===== src/rtl/acia_ctrl.sv =====
// Bus-side sequencer for the ACIA: programs the control register, polls status,
// hands received bytes to a valid/ready register and arbitrates two TX requesters.
module acia_ctrl #(
  parameter logic [7:0] CTRL_INIT = 8'h15
) (
  input  logic       clk,
  input  logic       rst,
  output logic       acia_cs,
  output logic       acia_we,
  output logic       acia_rs,
  output logic [7:0] acia_din,
  input  logic [7:0] acia_dout,
  output logic       init_done,
  input  logic [7:0] tx0_data,
  input  logic       tx0_valid,
  output logic       tx0_ready,
  input  logic [7:0] tx1_data,
  input  logic       tx1_valid,
  output logic       tx1_ready,
  output logic [7:0] rx_data,
  output logic       rx_err,
  output logic       rx_valid,
  input  logic       rx_ready
);

  typedef enum logic [2:0] {
    INIT_RST, INIT_CFG, POLL, STAT, RX_RD, RX_CAP, TX_WR
  } state_t;

  state_t state, state_nx;
  logic   last_grant, grant_nx;
  logic   take_rx;

  // NOTE: every always_comb output gets a default first so no path can infer a latch.
  always_comb begin
    state_nx = state;
    grant_nx = last_grant;
    take_rx  = 1'b0;
    case (state)
      INIT_RST: state_nx = INIT_CFG;
      INIT_CFG: state_nx = POLL;
      POLL:     state_nx = STAT;
      STAT: begin
        if (acia_dout[0] && !rx_valid) begin
          take_rx  = 1'b1;
          state_nx = RX_RD;
        end else if (acia_dout[1] && (tx0_valid || tx1_valid)) begin
          state_nx = TX_WR;
          // On a tie the requester not served last time wins.
          grant_nx = (tx0_valid && tx1_valid) ? ~last_grant : tx1_valid;
        end else begin
          state_nx = POLL;
        end
      end
      RX_RD:    state_nx = RX_CAP;
      RX_CAP:   state_nx = POLL;
      TX_WR:    state_nx = POLL;
      default:  state_nx = INIT_RST;
    endcase
  end

  // Bus strobes are held low while rst is high, whatever the state register holds.
  always_comb begin
    acia_cs   = 1'b0;
    acia_we   = 1'b0;
    acia_rs   = 1'b0;
    acia_din  = 8'h00;
    tx0_ready = 1'b0;
    tx1_ready = 1'b0;
    if (!rst) begin
      case (state)
        INIT_RST: begin
          acia_cs  = 1'b1;
          acia_we  = 1'b1;
          acia_din = 8'h03;
        end
        INIT_CFG: begin
          acia_cs  = 1'b1;
          acia_we  = 1'b1;
          acia_din = CTRL_INIT;
        end
        POLL:  acia_cs = 1'b1;
        RX_RD: begin
          acia_cs = 1'b1;
          acia_rs = 1'b1;
        end
        TX_WR: begin
          acia_cs   = 1'b1;
          acia_we   = 1'b1;
          acia_rs   = 1'b1;
          acia_din  = last_grant ? tx1_data : tx0_data;
          tx0_ready = ~last_grant;
          tx1_ready = last_grant;
        end
        default: ;
      endcase
    end
  end

  // NOTE: sequential state uses non-blocking assignments so every register sees pre-edge values.
  always_ff @(posedge clk) begin
    if (rst) begin
      state      <= INIT_RST;
      last_grant <= 1'b1;
      init_done  <= 1'b0;
      rx_valid   <= 1'b0;
      rx_data    <= 8'h00;
      rx_err     <= 1'b0;
    end else begin
      state      <= state_nx;
      last_grant <= grant_nx;
      if (state == INIT_CFG) init_done <= 1'b1;
      if (take_rx) rx_err <= acia_dout[4];
      if (state == RX_CAP) begin
        rx_data  <= acia_dout;
        rx_valid <= 1'b1;
      end else if (rx_valid && rx_ready) begin
        rx_valid <= 1'b0;
      end
    end
  end

endmodule

===== config.mk =====
export PLATFORM = sky130hd
export DESIGN_NAME = acia_ctrl
export DESIGN_NICKNAME = d
export VERILOG_FILES = /design/src/rtl/acia_ctrl.sv
export SDC_FILE = /design/constraint.sdc
export NUM_CORES = 1
export LEC_CHECK = 0
export CORE_ASPECT_RATIO = 0.7
export CORE_MARGIN = 4
export CORE_UTILIZATION = 39
export CTS_CLUSTER_DIAMETER = 120
export DETAILED_ROUTE_END_ITERATION = 10
export GPL_TIMING_DRIVEN = 0
export PLACE_DENSITY = 0.81
export SETUP_SLACK_MARGIN = 0.5
export SYNTH_ARGS = -nofsm -noshare
export SYNTH_HDL_FRONTEND = slang
export SYNTH_SLANG_ARGS = --single-unit

===== constraint.sdc =====
create_clock -name clk -period 2.75 [get_ports clk]
set_input_delay 0.275 -clock clk [delete_from_list [all_inputs] [get_ports clk]]
set_output_delay 0.275 -clock clk [all_outputs]
set_load 0.01 [all_outputs]

### Yosys cells after proc, flatten, opt, wreduce, memory -nomap -nowiden

Cells that the tools add are included.

| storage, ports and cells | value |
|---|---|
| logic and storage cells | 48 |
| input port bits | 29 |
| register bits | 15 |

| operators by class | value |
|---|---|
| bitwise gates (word level) | 2 |
| muxes and demuxes | 21 |
| reductions and logical operators | 13 |
| eq/ne operators | 6 |

Operator list:

| operator | number |
|---|---|
| $pmux W8 S3 | 1 |
| $mux W8 | 2 |
| $mux W1 | 15 |
| $pmux W3 S5 | 1 |
| $eq A3 B3 Y1 const B | 3 |
| $eq A3 B2 Y1 const B | 2 |
| $mux W3 | 2 |
| $reduce_or A3 Y1 | 2 |
| $reduce_or A5 Y1 | 1 |
| $logic_and A1 B1 Y1 | 4 |
| $eq A3 B1 Y1 const B | 1 |
| $logic_not A3 Y1 | 1 |
| $reduce_and A3 Y1 | 1 |
| $not A1 Y1 | 2 |
| $reduce_bool A2 Y1 | 1 |
| $reduce_or A2 Y1 | 1 |
| $logic_not A1 Y1 | 1 |
| $logic_or A1 B1 Y1 | 1 |

### Longest topological paths before layout

| depth | value |
|---|---|
| word-level depth | 5 |
| gate-level depth with buffers | 5 |
| depth with buffers taken out | 3 |

### Worst setup path before layout

No wires, ideal clock.

| timing | value |
|---|---|
| path kind | reg-to-output |
| from | register state[1] |
| to | output port acia_din[1] |
| required time | 2.475 ns |
| path buffers | 1 |
| setup slack | 1.440 ns |
| stages on the path, launching flop included | 4 |
| arrival | 1.035 ns |
| cell sequence | dfxtp_1 buf_6 or2_2 a21boi_0 |

| between the ends | value |
|---|---|
| word-level cells in the longest chain between the ends | 3 |
| elaborated cells between the ends (all ways) | 5 |

Ends and longest elaborated chain:

| element | line | text |
|---|---|---|
| start: declaration | 30 | `state_t state, state_nx;` |
| start signal: assignment | 110 | `state <= state_nx;` |
| $eq A3 B3 Y1 (tied with other cells) | 71 | `case (state)` |
| $pmux W8 S3 (*) | 71 |  |
| $mux W8 (*) | 70 | `if (!rst) begin` |
| end: declaration | 11 | `output logic [7:0] acia_din,` |

Every way passes the cells marked *; elsewhere a longest branch is shown, timed or not.

### Worst setup path in the final report

| timing | value |
|---|---|
| from | register state[0] |
| to | output port acia_din[2] |

The elaborated chain is that of the path after synthesis.

==> reports/qor.csv <==
stage,metric,value,unit
placed_design,DP HPWL,2010,um
placed_design,Placed Cells,176,
drt,initial drt markers,18,
floorplan,Top Ports,53,
placed_design,port bufs,51,
run_status,outcome,finished clean,
timing,Slew HR,69.7,%
floorplan,floorplan row count,13,
timing,clock skew,0.00558,ns
grt,first-pass GRT wire length,3680,um
floorplan,die area,3020,um2
logic_synthesis,synthesized area,856,um2
clocking,CTS Buffer Depth,2,
logic_synthesis,Yosys warnings,0,
placed_design,dpl cell area,1400,um2
floorplan,die width,64.0,um
power_and_ir_drop,power per cell area,331,nW/um2
power_and_ir_drop,worst vdd ir,164,uV
logic_synthesis,post-synthesis cell count,95,
clocking,post-CTS setup buffer count,0,
setup_path,Crit. End Element,primary output,
clocking,Sink Count,15,
placed_design,gp weighted congestion,0.717,
finish,final non-filler cell total,180,
finish,most frequent cells in the layout,"clkdlybuf4s50_1 (51), nor2_1 (21), dfxtp_1 (14), mux2i_1 (13), a21oi_1 (7)",
logic_synthesis,Mean Syn Cell Area,9.01,um2
timing,Tmin final,2.16,ns
timing,final worst-path cycle share,78.5,%
power_and_ir_drop,Leak Pwr,0.637,nW
setup_path,kind of critical path,register to primary output,
drt,drt drc,0,
logic_synthesis,Yosys reg bits,15,
finish,Nets,180,
finish,"commonest non-fill, non-tap cell in the layout",clkdlybuf4s50_1,
finish,cell area after layout,1430,um2
timing,setup total negative slack,0,ns
floorplan,Starting Density,43.5,%
finish,# fillers,158,
grt,Total GRT Usage,16.1,%
clocking,clk root buf,clkbuf_4,
setup_path,WP data arrival,1.88,ns
timing,fmax,0.463,GHz
timing,Final Hold Vio Count,0,
finish,Synth-to-Final Area Change,67.4,%
drt,Wirelength per Cell,13.7,um
timing,worst slew pin tran,0.454,ns
floorplan,core area,1970,um2
grt,number of global-route vias before repair,854,
setup_path,worst-path fanout max,10,
grt,grt total ovfl,0,
logic_synthesis,Unique masters post-synth,30,
clocking,Clock Latency Late Sink,0.29,ns
finish,layout cells sized above 1,13.3,%
clocking,clock buffer count from CTS,3,
run,max_cap viols,0,
clocking,H-tree Lvls,1,
drt,Final ANT Viol Nets,0,
timing,final slew viol count,0,
floorplan,die span in y,47.2,um
grt,largest net degree at the start of global routing,11,
setup_path,Critical Path RT,2.48,ns
grt,initial antenna violation count,0,
clocking,CTS tree,built,
drt,DR pass1 iterations,4,
logic_synthesis,syn nets,124,
logic_synthesis,sequential-to-total area share from yosys stat,35.1,%
power_and_ir_drop,Final Power,0.000474,W
setup_path,Worst setup SP type,register,
timing,setup violators final,0,
drt,final wirelength,2470,um
drt,drt via density,4.78,
clocking,Worst-path clk slew,0.09,ns
timing,RSZ-0062 raised after global routing,no,
finish,Ant. Diodes,0,
worst_hold_path,Hold Path Class,input pin to register,
drt,via count,860,
## cells in the mapped netlist
library cell / count / area share [%]
nor2b_1: 1 / 0.73
mux2_1: 1 / 1.3
and3_2: 1 / 0.88
nand2_1: 4 / 1.8
clkbuf_8: 1 / 1.6
nor2_1: 21 / 9.2
a21oi_1: 7 / 4.1
a31oi_1: 1 / 0.73
nor3b_2: 1 / 1.5
and3b_4: 1 / 1.5
nand2b_1: 4 / 2.9
nand3b_1: 1 / 0.88
nand3_1: 2 / 1.2
a211o_1: 1 / 1.0
clkbuf_1: 1 / 0.44
mux2i_1: 13 / 15
mux2_4: 1 / 1.8
dfxtp_1: 15 / 35
nand3b_4: 1 / 2.3
buf_6: 4 / 5.3
o21bai_1: 1 / 0.88
a211oi_1: 1 / 0.88
o21ai_0: 2 / 1.2
o41ai_1: 1 / 1.0
or2_2: 1 / 0.73
o31ai_1: 1 / 0.88
a21boi_0: 1 / 0.88
mux2_2: 2 / 2.6
inv_1: 1 / 0.44
buf_2: 2 / 1.2
## final cells by class
class	instances	area [um2]	share of cell area, %
clock inverter	1	5.00	0.349
inverter	1	3.75	0.262
clock buffer	3	22.5	1.57
multi-input combinational	71	479	33.4
timing repair buffer	51	510	35.6
sequential	15	302	21.0
buffer	8	72.6	5.07
tap	30	37.5	2.62
## report_power, final
part	switching (W)	internal, W	total [W]
clock	0.0000728	0.0000541	0.000127
sequential	0.00000437	0.000223	0.000227
combinational	0.0000453	0.0000745	0.000120
## metrics by stage
step,hold slack [ns],setup slack (ns),util [%]
finish,0.275,0.591,72.8
global route,0.290,0.525,72.8
CTS,0.264,0.571,72.7
detailed placement,0.475,0.804,71.3
global placement,0.453,0.766,71.3
floorplan,0.416,1.44,-
## state kept, by name (all words and copies together), names as in the netlist
register    count
state           3
init_done       1
rx_err          1
last_grant      1
rx_data         8
rx_valid        1
## routing by layer
metal	routed length [um]	track usage (%)	vias to the layer above
met2	1220	30.2	25
li1	-	-	440
met4	29	5.15	0
met1	1070	18.2	391
met5	0	0	-
met3	142	4.78	4
## worst max-delay path, stage by stage (launching register included)
cell and delay (ns):
dfxtp_1 0.33, clkbuf_8 0.16, and3b_4 0.32, nand2_1 0.05, a21oi_1 0.17, clkdlybuf4s50_1 0.56
## kinds of logic (layout without fill, tap and decap cells)
logic type	after synthesis	in the layout	synth area share (%)
buffers and inverters	9	64	8.92
and+or+nand+nor	38	38	23.5
muxes	17	17	20.9
DFF	15	15	35.1
AOI/OAI and AO/OA	16	16	11.6
## final timing paths
| check | start | endpoint | slack (ns) | cells past startpoint |
|---|---|---|---|---|
| hold reg to reg | rx_valid | rx_valid | 0.49 | 2 |
| hold / removal | rst | rx_err | 0.27 | 2 |
| setup reg to reg | state[0] | rx_data[5] | 1.59 | 5 |
| setup / recovery | state[0] | acia_din[2] | 0.59 | 5 |
## repair_timing
| item | 4_1_cts | 5_1_grt |
|---|---|---|
| setup endpoints to repair | 0 | 1 |
| hold buffers | 0 | 0 |
| gates resized for setup | 0 | 1 |
No activity file was read; power rests on OpenSTA's default activity.
